## src/rtl/cam_capture_rgb444_pkg.sv

```systemverilog
`default_nettype none
// +--------------------------------------------------------------------+
// | cam_capture_rgb444_pkg : shared types and helpers for the capture   |
// | Revision: 1.0                                                       |
// +--------------------------------------------------------------------+
package cam_capture_rgb444_pkg;

    localparam int IMG_W_DEFAULT = 160;
    localparam int IMG_H_DEFAULT = 120;
    localparam int IMG_PIXELS    = IMG_W_DEFAULT * IMG_H_DEFAULT;

    localparam logic [1:0] ST_IDLE_ENC  = 2'd0;
    localparam logic [1:0] ST_SYNC_ENC  = 2'd1;
    localparam logic [1:0] ST_FRAME_ENC = 2'd2;
    localparam logic [1:0] ST_DONE_ENC  = 2'd3;

    typedef enum logic [1:0] {
        ST_IDLE  = ST_IDLE_ENC,
        ST_SYNC  = ST_SYNC_ENC,
        ST_FRAME = ST_FRAME_ENC,
        ST_DONE  = ST_DONE_ENC
    } cap_state_t;

    typedef enum logic {
        PH_HI = 1'b0,
        PH_LO = 1'b1
    } byte_phase_t;

    // RGB444 word layout {R,G,B}
    localparam int RGB444_R_LSB = 8;
    localparam int RGB444_G_LSB = 4;
    localparam int RGB444_B_LSB = 0;

    function automatic logic [11:0] rgb444(input logic [3:0] r,
                                           input logic [3:0] g,
                                           input logic [3:0] b);
        return {r, g, b};
    endfunction

    function automatic int img_pixels(input int w, input int h);
        return w * h;
    endfunction

endpackage
`default_nettype wire

```

## src/rtl/cam_capture_rgb444_if.sv

```systemverilog
`default_nettype none
// +--------------------------------------------------------------------+
// | cam_capture_rgb444_if : camera bus in, frame-buffer write port out  |
// | Revision: 1.0                                                       |
// +--------------------------------------------------------------------+
interface cam_capture_rgb444_if #(
    parameter int AW = 15,
    parameter int DW = 12
);
    logic          capture_en;
    logic          vsync;
    logic          href;
    logic [7:0]    px_data;
    logic [AW-1:0] mem_addr;
    logic [DW-1:0] mem_data;
    logic          mem_wr;
    logic          frame_done;
    logic          busy;
    logic          overflow;
    logic          line_err;

    modport master (
        output capture_en, vsync, href, px_data,
        input  mem_addr, mem_data, mem_wr, frame_done, busy, overflow, line_err
    );

    modport slave (
        input  capture_en, vsync, href, px_data,
        output mem_addr, mem_data, mem_wr, frame_done, busy, overflow, line_err
    );
endinterface
`default_nettype wire

```

## src/rtl/cam_capture_rgb444_rgb565_to_rgb444.sv

```systemverilog
`default_nettype none
// +--------------------------------------------------------------------+
// | rgb565_to_rgb444 : combinational pack of an RGB565 byte pair        |
// | Revision: 1.0                                                       |
// +--------------------------------------------------------------------+
module rgb565_to_rgb444
    import cam_capture_rgb444_pkg::*;
(
    input  logic [7:0]  b1,
    input  logic [7:0]  b2,
    output logic [11:0] px
);
    // Keep the top 4 bits of each RGB565 field; G6 straddles the byte boundary.
    assign px = rgb444(b1[7:4], {b1[2:0], b2[7]}, b2[4:1]);

    logic unused_bits;
    assign unused_bits = ^{b1[3], b2[6:5], b2[0]};
endmodule
`default_nettype wire

```

## src/rtl/cam_capture_rgb444.sv

```systemverilog
`default_nettype none
// +--------------------------------------------------------------------+
// | cam_capture_rgb444 : OV7670 capture, RGB565->RGB444, buffer writer  |
// | Revision: 1.0                                                       |
// +--------------------------------------------------------------------+
module cam_capture_rgb444
    import cam_capture_rgb444_pkg::*;
#(
    parameter int AW    = 15,
    parameter int DW    = 12,
    parameter int IMG_W = IMG_W_DEFAULT,
    parameter int IMG_H = IMG_H_DEFAULT
)(
    input  logic               clk,
    input  logic               rst,
    cam_capture_rgb444_if.slave bus
);
    localparam logic [AW:0] PIX_LIMIT = (AW+1)'(img_pixels(IMG_W, IMG_H));

    cap_state_t    state;
    byte_phase_t   phase;
    logic          vsync_d;
    logic [7:0]    hi_byte;
    logic [AW-1:0] addr_cnt;
    logic [DW-1:0] wr_data;
    logic          wr_stb;
    logic          done_pulse;
    logic          busy_reg;
    logic          ovf_flag;
    logic          lerr_flag;
    logic [11:0]   packed_px;
    logic          vs_rise;
    logic          vs_fall;

    rgb565_to_rgb444 u_pack (
        .b1 (hi_byte),
        .b2 (bus.px_data),
        .px (packed_px)
    );

    assign vs_rise = bus.vsync & ~vsync_d;
    assign vs_fall = ~bus.vsync & vsync_d;

    always_ff @(posedge clk or posedge rst) begin
        if (rst) begin
            state      <= ST_IDLE;
            phase      <= PH_HI;
            vsync_d    <= 1'b0;
            hi_byte    <= '0;
            addr_cnt   <= '0;
            wr_data    <= '0;
            wr_stb     <= 1'b0;
            done_pulse <= 1'b0;
            busy_reg   <= 1'b0;
            ovf_flag   <= 1'b0;
            lerr_flag  <= 1'b0;
        end else begin
            vsync_d    <= bus.vsync;
            wr_stb     <= 1'b0;
            done_pulse <= 1'b0;
            // Address advances the cycle after each write so it is stable under mem_wr.
            if (wr_stb) begin
                addr_cnt <= addr_cnt + 1'b1;
            end

            case (state)
                ST_IDLE: begin
                    phase <= PH_HI;
                    if (bus.capture_en && bus.vsync) begin
                        state <= ST_SYNC;
                    end
                end
                ST_SYNC: begin
                    phase <= PH_HI;
                    if (vs_fall) begin
                        addr_cnt  <= '0;
                        ovf_flag  <= 1'b0;
                        lerr_flag <= 1'b0;
                        busy_reg  <= 1'b1;
                        state     <= ST_FRAME;
                    end
                end
                ST_FRAME: begin
                    if (vs_rise) begin
                        // Any half-received pixel is dropped when the frame closes.
                        phase      <= PH_HI;
                        busy_reg   <= 1'b0;
                        done_pulse <= 1'b1;
                        state      <= ST_DONE;
                    end else if (bus.href) begin
                        if (phase == PH_HI) begin
                            hi_byte <= bus.px_data;
                            phase   <= PH_LO;
                        end else begin
                            phase <= PH_HI;
                            if ({1'b0, addr_cnt} < PIX_LIMIT) begin
                                wr_stb  <= 1'b1;
                                wr_data <= DW'(packed_px);
                            end else begin
                                ovf_flag <= 1'b1;
                            end
                        end
                    end else begin
                        if (phase == PH_LO) begin
                            lerr_flag <= 1'b1;
                        end
                        phase <= PH_HI;
                    end
                end
                ST_DONE: begin
                    state <= bus.capture_en ? ST_SYNC : ST_IDLE;
                end
                default: begin
                    state <= ST_IDLE;
                end
            endcase
        end
    end

    assign bus.mem_addr   = addr_cnt;
    assign bus.mem_data   = wr_data;
    assign bus.mem_wr     = wr_stb;
    assign bus.frame_done = done_pulse;
    assign bus.busy       = busy_reg;
    assign bus.overflow   = ovf_flag;
    assign bus.line_err   = lerr_flag;
endmodule
`default_nettype wire

```

## src/flat_wrapper.sv

```systemverilog
// flat-port wrapper written by rule: the top's interface ports become plain ports
module cam_capture_rgb444_flat import cam_capture_rgb444_pkg::*;
#(
    parameter int AW    = 15,
    parameter int DW    = 12,
    parameter int IMG_W = IMG_W_DEFAULT,
    parameter int IMG_H = IMG_H_DEFAULT
)
  (clk, rst, bus_capture_en, bus_vsync, bus_href, bus_px_data, bus_mem_addr, bus_mem_data, bus_mem_wr, bus_frame_done, bus_busy, bus_overflow, bus_line_err);
  cam_capture_rgb444_if #(.AW(AW), .DW(DW)) bus_i ();
  input  logic clk;
  input  logic rst;
  input wire logic [$bits(bus_i.capture_en)-1:0] bus_capture_en;
  input wire logic [$bits(bus_i.vsync)-1:0] bus_vsync;
  input wire logic [$bits(bus_i.href)-1:0] bus_href;
  input wire logic [$bits(bus_i.px_data)-1:0] bus_px_data;
  output wire logic [$bits(bus_i.mem_addr)-1:0] bus_mem_addr;
  output wire logic [$bits(bus_i.mem_data)-1:0] bus_mem_data;
  output wire logic [$bits(bus_i.mem_wr)-1:0] bus_mem_wr;
  output wire logic [$bits(bus_i.frame_done)-1:0] bus_frame_done;
  output wire logic [$bits(bus_i.busy)-1:0] bus_busy;
  output wire logic [$bits(bus_i.overflow)-1:0] bus_overflow;
  output wire logic [$bits(bus_i.line_err)-1:0] bus_line_err;
  assign bus_i.capture_en = bus_capture_en;
  assign bus_i.vsync = bus_vsync;
  assign bus_i.href = bus_href;
  assign bus_i.px_data = bus_px_data;
  assign bus_mem_addr = bus_i.mem_addr;
  assign bus_mem_data = bus_i.mem_data;
  assign bus_mem_wr = bus_i.mem_wr;
  assign bus_frame_done = bus_i.frame_done;
  assign bus_busy = bus_i.busy;
  assign bus_overflow = bus_i.overflow;
  assign bus_line_err = bus_i.line_err;
  cam_capture_rgb444 #(.AW(AW), .DW(DW), .IMG_W(IMG_W), .IMG_H(IMG_H)) u_core (.clk(clk), .rst(rst), .bus(bus_i));
endmodule
```

## config.mk

```make
export PLATFORM = sky130hd
export DESIGN_NAME = cam_capture_rgb444_flat
export DESIGN_NICKNAME = d
export VERILOG_FILES = /design/src/rtl/cam_capture_rgb444_pkg.sv /design/src/rtl/cam_capture_rgb444_if.sv /design/src/rtl/cam_capture_rgb444_rgb565_to_rgb444.sv /design/src/rtl/cam_capture_rgb444.sv /design/src/flat_wrapper.sv
export SDC_FILE = /design/constraint.sdc
export NUM_CORES = 1
export LEC_CHECK = 0
export ABC_AREA = 1
export ABC_CLOCK_PERIOD_IN_PS = 1560
export CORE_MARGIN = 1
export CORE_UTILIZATION = 55
export DETAILED_ROUTE_END_ITERATION = 7
export DONT_BUFFER_PORTS = 1
export PLACE_DENSITY = 0.71
export REMOVE_ABC_BUFFERS = 1
export SLEW_MARGIN = 10
export SYNTH_ARGS = -nofsm -noshare
export SYNTH_HDL_FRONTEND = slang
export SYNTH_SLANG_ARGS = --single-unit
```

## constraint.sdc

```tcl
create_clock -name clk -period 1.56 [get_ports clk]
set_input_delay 0.312 -clock clk [delete_from_list [all_inputs] [get_ports clk]]
set_output_delay 0.312 -clock clk [all_outputs]
set_load 0.03 [all_outputs]
```

# Yosys cells after proc, flatten, opt, wreduce, memory -nomap -nowiden
# Index checks and enable logic that the tools add are counted.
[word_totals]
regBits = 44
inputBits = 13
output_inout_bits = 32
wordCells = 73
[classes]
add_sub_neg = 1
n_lt_le_gt_ge = 1
n_eq_ne = 11
mux = 32
bitwise_logic = 6
reduce_logical = 11
[op_table]
columns = ["operator", "count"]
rows = [
  ["$mux 15", 3],
  ["$mux 1", 21],
  ["$add 15x1->15 const B", 1],
  ["$lt 15x15->1 const B", 1],
  ["$reduce_and 5->1", 2],
  ["$ne 2x1->1 const B", 4],
  ["$ne 2x2->1 const B", 4],
  ["$pmux 1 s2", 4],
  ["$pmux 2 s4", 1],
  ["$mux 2", 3],
  ["$reduce_and 3->1", 2],
  ["$reduce_and 6->1", 1],
  ["$eq 2x2->1 const B", 2],
  ["$not 1->1", 4],
  ["$reduce_and 4->1", 1],
  ["$reduce_bool 2->1", 2],
  ["$and 1x1->1", 2],
  ["$eq 2x1->1 const B", 1],
  ["$logic_not 2->1", 1],
  ["$reduce_or 2->1", 1],
  ["$logic_and 1x1->1", 1],
]

# Depth between registers and ports, before layout
# Gate-level depths: netlist (run 1).
[depth]
depth_word = 6
mapped_depth = 9
ltp_nobuf = 8

# Cells and area by module
# A second synthesis (run 1) with hierarchy kept.
[hier_totals]
cells_unflattened = 252
hier_area_um2 = 2143.3
[modules_own_cells]
columns = ["module", "n_inst", "cells_per_inst", "area_per_inst_um2", "seq_area_each_um2"]
rows = [
  ["cam_capture_rgb444", 1, 240, 2053.2, 1101.1],
  ["rgb565_to_rgb444", 1, 12, 90.1, 0.0],
]

# Worst setup path before layout (run 1)
# OpenSTA, ideal clock, no wires.
[synth_timing]
kind = "register to register"
start = "register u_core.state[0]"
end = "register u_core.hi_byte[0]"
t_arrival_ps = 1373
required_time_ps = 1435
setup_slack_ps = 62
path_stages_with_launch = 8
synth_period_minus_slack_ps = 1498
path_cell_list = "dfrtp_1 inv_1 ha_1 nand2_2 clkinv_2 nand3b_2 buf_6 mux2_4"
[synth_via]
elab_chain_cells = 2
[synth_lines]
columns = ["item", "line", "source"]
rows = [
  ["start, declared", "cam_capture_rgb444.sv:20", "cap_state_t state;"],
  ["start signal, assigned", "cam_capture_rgb444.sv:111", "state <= bus.capture_en ? ST_SYNC : ST_IDLE;"],
  ["$eq 2x2->1", "cam_capture_rgb444.sv:66", "case (state)"],
  ["$reduce_and 4->1 (no source line)", "n/a", ""],
  ["end signal, assigned", "cam_capture_rgb444.sv:92", "hi_byte <= bus.px_data;"],
  ["end, declared", "cam_capture_rgb444.sv:23", "logic [7:0] hi_byte;"],
]
# Every way passes these cells.
# A chain may end at the register's enable or synchronous reset.

# Worst setup path after layout (run 1)
[layout_timing]
start = "register u_core.state[0]"
end = "register u_core.wr_data[1] (netlist: u_core.bus.mem_data[1])"
[layout_via]
elab_chain_cells = 2
[layout_lines]
columns = ["item", "line", "source"]
rows = [
  ["$eq 2x2->1", "cam_capture_rgb444.sv:66", ""],
  ["$reduce_and 5->1 (no source line)", "n/a", ""],
  ["end signal, assigned", "cam_capture_rgb444.sv:98", "wr_data <= DW'(packed_px);"],
  ["end, declared", "cam_capture_rgb444.sv:25", "logic [DW-1:0] wr_data;"],
]
# Every way passes these cells.

==> impl_metrics.toml, run 1 <==
[setup_path]
crit_fanout = 8
required_ns = 1.78
start_kind = "flip-flop"
cp.arrival_ns = 1.71
crit_path_end_kind = "flip-flop"
crit_type = "flip-flop to flip-flop"

[sta]
clock_skew_ns = 0.0106
setup_slack_ns = 0.0672
hold_viol = 0
setup-tns-final_ns = 0
maxSlewHeadroom = 0.646
worst_slew_pin_slew_ns = 0.530
layout_min_cycle_time_ns = 1.49
slew_violations = 0
finalSetupViolations = 0
min_period_over_period = 0.957
clock.fmax_ghz = 0.670

[power_and_ir_drop]
pwr_density_cell_mw_per_mm2 = 1780
p_leak_nw = 1.25
ir_drop_uv = 1230

[placement]
port_buffers = 0
dp_cells = 291
post-place-ws_ns = 0.00750
dp_hpwl_um = 3000
gp_congestion = 0.823

[grt]
overflow = 0
grt_max_degree = 44
grt_pass1_vias = 1547
grt.total_usage = 0.222
grt_pass1_wl_um = 6780
antenna_found_initial = 0

[logic_synthesis]
synth_area_per_cell_um2 = 9.15
synth_seq_cells = 43
syn_inst = 226
ys_seq_area_frac = 0.521
yosys_warnings = 0
syn-cell-area_mm2 = 0.00207
synth_cell_types = 30

[layout]
final-instance-count-excl-fill = 306
final_common_cell = "dfrtp_1"
multi_input_area_um2 = 876
syn_to_final_growth_pct = 17.1
most-common-layout-cells = "dfrtp_1, nand2_1, inv_1, nor2_1, buf_4"
seq_area_mm2 = 0.00108
drive_above_1_share = 0.254
fillCellCount = 298
final_core_util = 0.698
largest_reg_flops = 15
diodes = 0
nNetsFinal = 277

[clock_tree]
cts_buffer_depth = 2
cts_tree = "yes"
root_buffer = "clkbuf_8"
clk_latency_ns = 0.30
cts_max_level = 2
cts_buffers = 5
clk_pin_slew_ns = 0.08
clock-sinks = 43

[die]
die_y_um = 63.3
core_mm2 = 0.00347
rows = 21
die_area_mm2 = 0.00401
ios = 45
dieWidth_um = 63.3
start_util = 0.596

[detailed_routing]
drt_pass1_iterations = 4
drc = 0
post_drt_via_cell_ratio = 5.27
drt_wl_total_um = 4190
drt_iter0_drc = 76
ant_nets = 0
vias = 1612
detail_route.wl_per_cell_um = 13.7

[worst_hold_path]
holdCritPathClass = "input port to asynchronous set/reset pin"

[job]
maxCapViolations = 0

[status]
status = "completed"
per-layer routing:
layer	GRT usage	wire, um
met1	0.239	1660
met2	0.384	2130
met3	0.0815	305
met4	0.108	102
met5	0	0
final timing paths:
| path | cells past startpoint | to | start | slack, ns |
|---|---|---|---|---|
| worst max-delay path | 9 | u_core.bus.mem_data[1]$_DFFE_PP0P_ | u_core.state[0]$_DFFE_PP0P_ | 0.07 |
| worst min-delay path | 2 | u_core.bus.mem_data[3]$_DFFE_PP0P_ | rst | 0.03 |
| worst max register to register | 9 | u_core.bus.mem_data[1]$_DFFE_PP0P_ | u_core.state[0]$_DFFE_PP0P_ | 0.07 |
| worst min register to register | 2 | u_core.bus.mem_data[6]$_DFFE_PP0P_ | u_core.hi_byte[1]$_DFFE_PP0P_ | 0.49 |
| max in group asynchronous | 2 | u_core.bus.mem_data[1]$_DFFE_PP0P_ | rst | 1.16 |
| min in group clk | 0 | u_core.vsync_d$_DFF_PP0_ | bus_vsync | 0.04 |
cells in the mapped netlist (all sizes together):
library cell / n / area, um2
xor2: 4 / 35.0
xnor2: 1 / 8.76
nor3: 2 / 10.0
nand2: 54 / 238
a21oi: 16 / 80.1
nor2: 33 / 175
mux2: 3 / 37.5
o21bai: 1 / 7.51
nand4: 2 / 12.5
a211oi: 1 / 7.51
clkinv: 2 / 8.75
buf: 2 / 26.3
ha: 5 / 62.6
nand3b: 1 / 11.3
inv: 27 / 101
o21ai: 20 / 104
nand3: 8 / 57.6
dfrtp: 43 / 1080
a21boi: 1 / 7.51
cell type report:
class                           count  share of cell area
Tap cell                           46              0.0238
Clock buffer                        6              0.0300
Timing Repair Buffer               27              0.0889
Inverter                           29              0.0460
Clock inverter                      2             0.00517
Multi-Input combinational cell    153               0.362
Sequential cell                    43               0.444
worst max-delay path, cell delays in order, from the launching register on:
cell and delay [ns]:
dfrtp_1 0.41, inv_2 0.07, ha_2 0.18, nand2_2 0.07, inv_4 0.09, nand3_4 0.12
nor2_8 0.18, buf_4 0.15, nor2_1 0.04, a21oi_1 0.12
what timing repair did:
item	CTS	global route
cloned	0	1
hold endpoints to repair	0	0
buffers inserted	0	6
setup endpoints to repair	1	9
pin swaps	0	1
resized for setup	1	3
hold buffers	0	0
cells by family (layout without fill, tap and decap cells):
group / after synthesis / in the layout / synth area share
AND/OR/NAND/NOR: 100 / 101 / 0.244
flip-flops: 43 / 43 / 0.521
AO/OA/AOI/OAI: 39 / 39 / 0.0999
buffers and inverters: 31 / 64 / 0.0660
adder cells (fa/ha/maj): 5 / 5 / 0.0303
XOR/XNOR: 5 / 5 / 0.0212
multiplexers: 3 / 3 / 0.0182
stage by stage:
step | hold slack [ns] | area [um2] | power, mW
after floorplan | 0.343 | 2040 | 3.11
after detailed placement | 0.344 | 2260 | 3.58
after global routing | 0.0274 | 2420 | 4.57
final | 0.0275 | 2420 | 4.30
after CTS | 0.0298 | 2350 | 4.28
after global placement | 0.344 | 2260 | 3.50
power by group:
part           internal, mW  switching (mW)
clock network         0.313           0.377
registers              1.51           0.669
logic                 0.571           0.863
total                  2.39            1.91
Note: power is estimated with default switching activity, not from simulation.
==> run 2: changes to the inputs <==
--- a/config.mk
+++ b/config.mk
@@ -17,3 +17,4 @@
 export SYNTH_ARGS = -nofsm -noshare
 export SYNTH_HDL_FRONTEND = slang
 export SYNTH_SLANG_ARGS = --single-unit
+export TNS_END_PERCENT = 20
==> impl_metrics.toml, run 2 (synthesis gave the netlist of run 1 again) <==
[placement]
gp_congestion = 0.823
placed_area_mm2 = 0.00226
dp_hpwl_um = 3000
port_buffers = 0
dp_cells = 291

[detailed_routing]
drt_pass1_iterations = 4
ant_nets = 0
drt_iter0_drc = 82
post_drt_via_cell_ratio = 5.26
drc = 0
vias = 1605
drt_wl_total_um = 4070
detail_route.wl_per_cell_um = 13.3

[die]
die_area_mm2 = 0.00401
rows = 21
core_mm2 = 0.00347
start_util = 0.596
ios = 45
dieWidth_um = 63.3
die_y_um = 63.3

[power_and_ir_drop]
pwr_density_cell_mw_per_mm2 = 1770
power_mw = 4.28
ir_drop_uv = 1190
p_leak_nw = 1.25

[setup_path]
cp.arrival_ns = 1.71
start_kind = "flip-flop"
startpoint = "u_core.state[0]$_DFFE_PP0P_"
r2r_end = "u_core.bus.mem_data[1]$_DFFE_PP0P_"
required_ns = 1.78
reg2reg_depth = 9
crit_path_end_kind = "flip-flop"
critical_path.endpoint = "u_core.bus.mem_data[1]$_DFFE_PP0P_"
r2r_slack_ns = 0.07
reg2reg_from = "u_core.state[0]$_DFFE_PP0P_"
crit_fanout = 9
crit_type = "flip-flop to flip-flop"

[clock_tree]
cts_max_level = 2
cts_buffer_depth = 2
root_buffer = "clkbuf_8"
ctsHoldBuffers = 0
clk_latency_ns = 0.30
clk_pin_slew_ns = 0.08
clock-sinks = 43
cts_tree = "yes"
cts_buffers = 5

[layout]
diodes = 0
fin_area_mm2 = 0.00241
largest_reg_flops = 15
final-instance-count-excl-fill = 305
fillCellCount = 303
nNetsFinal = 276
final_common_cell = "dfrtp_1"
most-common-layout-cells = "dfrtp_1, nand2_1, inv_1, nor2_1, buf_4"
syn_to_final_growth_pct = 16.6
drive_above_1_share = 0.251

[grt]
grt_pass1_wl_um = 6780
overflow = 0
grt_max_degree = 44
grt_pass1_vias = 1547
grt.total_usage = 0.222
antenna_found_initial = 0

[sta]
hold_viol = 0
slew_violations = 0
min_period_over_period = 0.953
maxSlewHeadroom = 0.648
clock_skew_ns = 0.0117
whs_ns = 0.0298
layout_min_cycle_time_ns = 1.49
clock.fmax_ghz = 0.672
worst_slew_pin_slew_ns = 0.529
finalSetupViolations = 0

[worst_hold_path]
holdCritPathClass = "input port to asynchronous set/reset pin"

[status]
status = "completed"

[job]
maxCapViolations = 0
[run 2: cell count changes in the layout (fill, tap and decap cells not counted), sizes merged]
cell and delta:
clkinv +1, inv -1, nand3 -1
[run 2: final cells by class]
cell class              instances  area [um2]  share of cell area
flip-flops and latches         43        1080               0.447
multi-input cells             152         866               0.359
repair buffers                 27         215              0.0893
inverters                      29         110              0.0457
clock buffers                   6        72.6              0.0301
well taps                      46        57.6              0.0239
clock inverters                 2        12.5             0.00519
[run 2: layer usage]
metal	vias up	wire length, um	track usage
met3	9	298	0.0815
li1	785	-	-
met4	0	87	0.108
met2	42	2070	0.384
met5	-	0	0
met1	769	1610	0.239
[run 2: timing repair]
action | CTS | global route
endpoints found under the hold margin | 0 | 0
setup endpoints to repair | 1 | 9
resized for setup | 1 | 2
pin swaps | 0 | 1
setup buffers | 0 | 6
cloned | 0 | 0
[run 2: how the worst min path moves through the flow]
stage               startpoint                                 end  slack, ns
CTS                  bus_vsync            u_core.vsync_d$_DFF_PP0_       0.03
detailed placement   bus_vsync            u_core.vsync_d$_DFF_PP0_       0.34
floorplan            bus_vsync            u_core.vsync_d$_DFF_PP0_       0.34
global placement     bus_vsync            u_core.vsync_d$_DFF_PP0_       0.34
finish                     rst  u_core.bus.mem_data[3]$_DFFE_PP0P_       0.03
global route         bus_vsync            u_core.vsync_d$_DFF_PP0_       0.03
[run 2: worst max-delay path, stage by stage (launching register included)]
cell and delay, ns:
dfrtp_1 0.41, inv_2 0.07, ha_2 0.18, nand2_2 0.06, clkinv_2 0.08, nand3_4 0.13, nor2_8 0.19, buf_4 0.15
nor2_1 0.04, a21oi_1 0.12
[run 2: power breakdown]
group,switching (mW),total (mW),internal (mW)
registers,0.661,2.17,1.51
clock network,0.372,0.685,0.313
logic,0.851,1.42,0.568
total,1.88,4.28,2.39
[run 2: through the flow]
step | worst slack [ns] | util | setup TNS (ns)
after detailed placement | 0.00750 | 0.650 | 0
after global placement | 0.0847 | 0.650 | 0
after global routing | -0.0128 | 0.695 | -0.0237
after CTS | 0.0399 | 0.677 | 0
final | 0.0726 | 0.695 | 0
after floorplan | 0.0872 | - | 0
==> run 3: changes to the inputs <==
--- a/config.mk
+++ b/config.mk
@@ -7,11 +7,13 @@
 export LEC_CHECK = 0
 export ABC_AREA = 1
 export ABC_CLOCK_PERIOD_IN_PS = 1560
+export CELL_PAD_IN_SITES_DETAIL_PLACEMENT = 0
+export CELL_PAD_IN_SITES_GLOBAL_PLACEMENT = 1
 export CORE_MARGIN = 1
-export CORE_UTILIZATION = 55
+export CORE_UTILIZATION = 42
 export DETAILED_ROUTE_END_ITERATION = 7
 export DONT_BUFFER_PORTS = 1
-export PLACE_DENSITY = 0.71
+export PLACE_DENSITY = 0.72
 export REMOVE_ABC_BUFFERS = 1
 export SLEW_MARGIN = 10
 export SYNTH_ARGS = -nofsm -noshare
==> impl_metrics.toml, run 3 (synthesis gave the netlist of run 1 again) <==
[setup_path]
crit_type = "flip-flop to flip-flop"
reg2reg_from = "u_core.state[0]$_DFFE_PP0P_"
start_kind = "flip-flop"
r2r_slack_ns = 0.08
startpoint = "u_core.state[0]$_DFFE_PP0P_"
required_ns = 1.74
cp.arrival_ns = 1.65
reg2reg_depth = 7
r2r_end = "u_core.bus.mem_data[0]$_DFFE_PP0P_"
crit_fanout = 10
crit_path_end_kind = "flip-flop"

[sta]
slew_violations = 0
clock.fmax_ghz = 0.678
hold_viol = 0
min_period_over_period = 0.946
setup-tns-final_ns = 0
worst_slew_pin_slew_ns = 0.633
maxSlewHeadroom = 0.575
finalSetupViolations = 0
clock_skew_ns = 0.00578
whs_ns = 0.0438
layout_min_cycle_time_ns = 1.48
setup_slack_ns = 0.0847

[detailed_routing]
drt_iter0_drc = 58
detail_route.wl_per_cell_um = 12.5
ant_nets = 0
post_drt_via_cell_ratio = 4.70
drt_wl_total_um = 4080
drt_pass1_iterations = 3
drc = 0
vias = 1528

[grt]
grt_pass1_vias = 1467
grt_max_degree = 18
antenna_found_initial = 0
grt.total_usage = 0.172
overflow = 0
grt_pass1_wl_um = 6800

[power_and_ir_drop]
p_leak_nw = 1.23
ir_drop_uv = 761
power_mw = 4.24
pwr_density_cell_mw_per_mm2 = 1750

[clock_tree]
clk_latency_ns = 0.29
cts_tree = "yes"
cts_max_level = 2
clk_pin_slew_ns = 0.08
cts_buffers = 5
clock-sinks = 43
cts_buffer_depth = 2
root_buffer = "clkbuf_8"
cts_setup_buffers = 0

[layout]
most-common-layout-cells = "dfrtp_1, nand2_1, inv_1"
nNetsFinal = 275
largest_reg_flops = 15
syn_to_final_growth_pct = 17.5
diodes = 0
drive_above_1_share = 0.244
multi_input_area_um2 = 871
final_common_cell = "dfrtp_1"
fillCellCount = 466
seq_area_mm2 = 0.00108

[status]
status = "completed"

[die]
core_mm2 = 0.00472
start_util = 0.438
die_y_um = 72.2
ios = 45
rows = 25
dieWidth_um = 72.2
die_area_mm2 = 0.00521

[placement]
post-place-ws_ns = 0.0706
port_buffers = 0
dp_hpwl_um = 3090
gp_congestion = 0.779

[worst_hold_path]
holdPathStages = 0
holdPathEnd = "u_core.vsync_d$_DFF_PP0_"
min_from = "bus_vsync"
holdCritPathClass = "input port to flip-flop"

[job]
maxCapViolations = 0
-- run 3: layer usage --
layer | vias to the layer above | track usage | share of wire
li1 | 778 | - | -
met1 | 717 | 0.228 | 0.48
met2 | 31 | 0.254 | 0.46
met3 | 2 | 0.0681 | 0.054
met4 | 0 | 0.0654 | 0.0069
met5 | - | 0 | 0
-- run 3: final cells by class --
type / instances / share of cell area
Sequential cell: 43 / 0.443
Multi-Input combinational cell: 153 / 0.359
Timing Repair Buffer: 25 / 0.0835
Inverter: 29 / 0.0453
Tap cell: 67 / 0.0345
Clock buffer: 6 / 0.0299
Clock inverter: 2 / 0.00515
-- run 3: critical path, stage by stage (launching register included) --
cell and delay [ns]:
dfrtp_1 0.40, inv_1 0.09, ha_2 0.19, nand2_2 0.06, clkinv_2 0.07, nand3_4 0.15, nor2_4 0.30, a21oi_1 0.11
-- run 3: through the flow --
| step | instances | utilization | area [um2] |
|---|---|---|---|
| after CTS | 324 | 0.511 | 2410 |
| after global placement | 315 | 0.491 | 2320 |
| after global routing | 325 | 0.514 | 2430 |
| after detailed placement | 315 | 0.491 | 2320 |
| after floorplan | 224 | - | 2040 |
| final | 325 | 0.514 | 2430 |
-- run 3: report_power, final --
group / internal [mW] / switching (mW)
Clock: 0.313 / 0.380
Sequential: 1.51 / 0.663
Combinational: 0.562 / 0.817
Total: 2.39 / 1.86
-- run 3: timing repair --
item | 4_1_cts | 5_1_grt
resized for setup | 0 | 2
setup endpoints to repair | 0 | 11
hold buffers | 1 | 0
hold endpoints to repair | 14 | 0
-- run 3: worst max-delay path by stage --
stage,to,slack [ns],depth (start not counted)
floorplan,u_core.hi_byte[0]$_DFFE_PP0P_,0.09,6
global placement,u_core.bus.mem_data[1]$_DFFE_PP0P_,0.11,8
detailed placement,u_core.bus.mem_data[0]$_DFFE_PP0P_,0.07,8
CTS,u_core.bus.mem_data[0]$_DFFE_PP0P_,0.05,8
global route,u_core.bus.mem_data[0]$_DFFE_PP0P_,-0.01,7
finish,u_core.bus.mem_data[0]$_DFFE_PP0P_,0.08,7
==> variant (flow settings as in run 1) <==
`DW` is set to 12 in 3 places; all go to 18.
--- a/src/rtl/cam_capture_rgb444_if.sv
+++ b/src/rtl/cam_capture_rgb444_if.sv
@@ -6,5 +6,5 @@
 interface cam_capture_rgb444_if #(
     parameter int AW = 15,
-    parameter int DW = 12
+    parameter int DW = 18
 );
     logic          capture_en;
--- a/src/rtl/cam_capture_rgb444.sv
+++ b/src/rtl/cam_capture_rgb444.sv
@@ -8,5 +8,5 @@
 #(
     parameter int AW    = 15,
-    parameter int DW    = 12,
+    parameter int DW    = 18,
     parameter int IMG_W = IMG_W_DEFAULT,
     parameter int IMG_H = IMG_H_DEFAULT
--- a/src/flat_wrapper.sv
+++ b/src/flat_wrapper.sv
@@ -3,5 +3,5 @@
 #(
     parameter int AW    = 15,
-    parameter int DW    = 12,
+    parameter int DW    = 18,
     parameter int IMG_W = IMG_W_DEFAULT,
     parameter int IMG_H = IMG_H_DEFAULT
Ports: changed (resized bus_mem_data); port bits go from 45 to 51. The function was not compared with the original's and may differ.
==> variant against run 1 <==
Sequential power grew 3%. Sequential cell count unchanged. Setup slack gained 0.049 ns. Clock skew decreased by 0.0014 ns. Wire length down 5.4%. Total power grew 4.0%. Design area shrank 2.4%. Fmax up 3.4%. Area after synthesis up 0.73%. Highest routed layer unchanged.
==> variant: results (changes against run 1) <==
* Outcome: completed
- The count of instances resized after the clock tree is built was 0 (-1).
- The wire length of the first global-routing pass was 6727 microns (-0.81%).
* Footprint of the multi-input gates: 845.8 sq um (-3.4%)
- Non-Clock Buffer Area Fraction: 0.06356 (-0.02533)
* Horizontal extent of the die: 63.53 microns (+0.35%)
* Syn-to-layout area delta: 13.46%
* Sequential fraction of total cell area: 0.4555 (+0.01106)
- The routed via count divided by cell count is 5.016 (-4.8%).
- Cell class contributing the biggest share of worst-path delay: simple AND/OR/NAND/NOR gates
* Crit-path max cell delay: 0.38 ns (-0.03 ns)
- Yosys attributes the largest share of cell area to sky130_fd_sc_hd__dfrtp_1 (52%), sky130_fd_sc_hd__nand2_1 (11%), sky130_fd_sc_hd__inv_1 (5.2%).
- The combinational gate power came to 1370 uW (-4%).
- The maximum resistive drop on vdd was 0.9483 mV (-23%).
- The routed length per placed instance was 12.59 microns (-8.1%).
* Internal power consumption: 2504 uW (+4.6%)
- FILL cells: 308 (+3.4%)
* Hold slack final: 0.03372 ns (+0.006243 ns)
* Worst setup slack before clock tree synthesis: 0.05640 ns (+0.04889 ns)
* Pre-Repair DR Iteration Count: 5 (+1)
- The worst path setup slack after routing came to 0.1166 ns (+0.04939 ns).
- The number of global-route vias before repair came to 1518 (-1.9%).
- Signal buffers: 20 (-26%)
- The clock distribution power was 858 uW (+24%).
- Iteration-0 DRC count of the detailed router: 86 (+13%)
- The arrival time reported for the critical path endpoint came to 1.64 ns (-0.07 ns).
* Critical R2R Capture: u_core.bus.line_err
- The detailed-placement wirelength estimate came to 2851 microns (-4.9%).
==> variant: cell types whose count changed in the layout (fill, tap and decap cells not counted), sizes merged, moves of 3 or more <==
cell          run 1  this run
mux2              3         0
buf              27        20
conb              0         6
inv              28        32
a21oi            16         8
nand2            54        65
nand3             9        22
nor2             33        29
==> variant: kinds of logic (layout without fill, tap and decap cells) <==
group,Yosys count,in the layout,share of synthesized area
AND/OR/NAND/NOR,121,121,0.2644
flip-flops,43,43,0.5168
buffers and inverters,42,60,0.09315
AO/OA/AOI/OAI,29,29,0.07272
adder cells (fa/ha/maj),5,5,0.03005
XOR/XNOR,5,5,0.02103
other,1,6,0.001801
==> variant: layer usage <==
| metal | up-vias | track usage | share of wire |
|---|---|---|---|
| li1 | 799 | - | - |
| met1 | 737 | 0.2630 | 0.44 |
| met2 | 38 | 0.3617 | 0.48 |
| met3 | 6 | 0.07971 | 0.065 |
| met4 | 0 | 0.08523 | 0.018 |
| met5 | - | 0 | 0 |
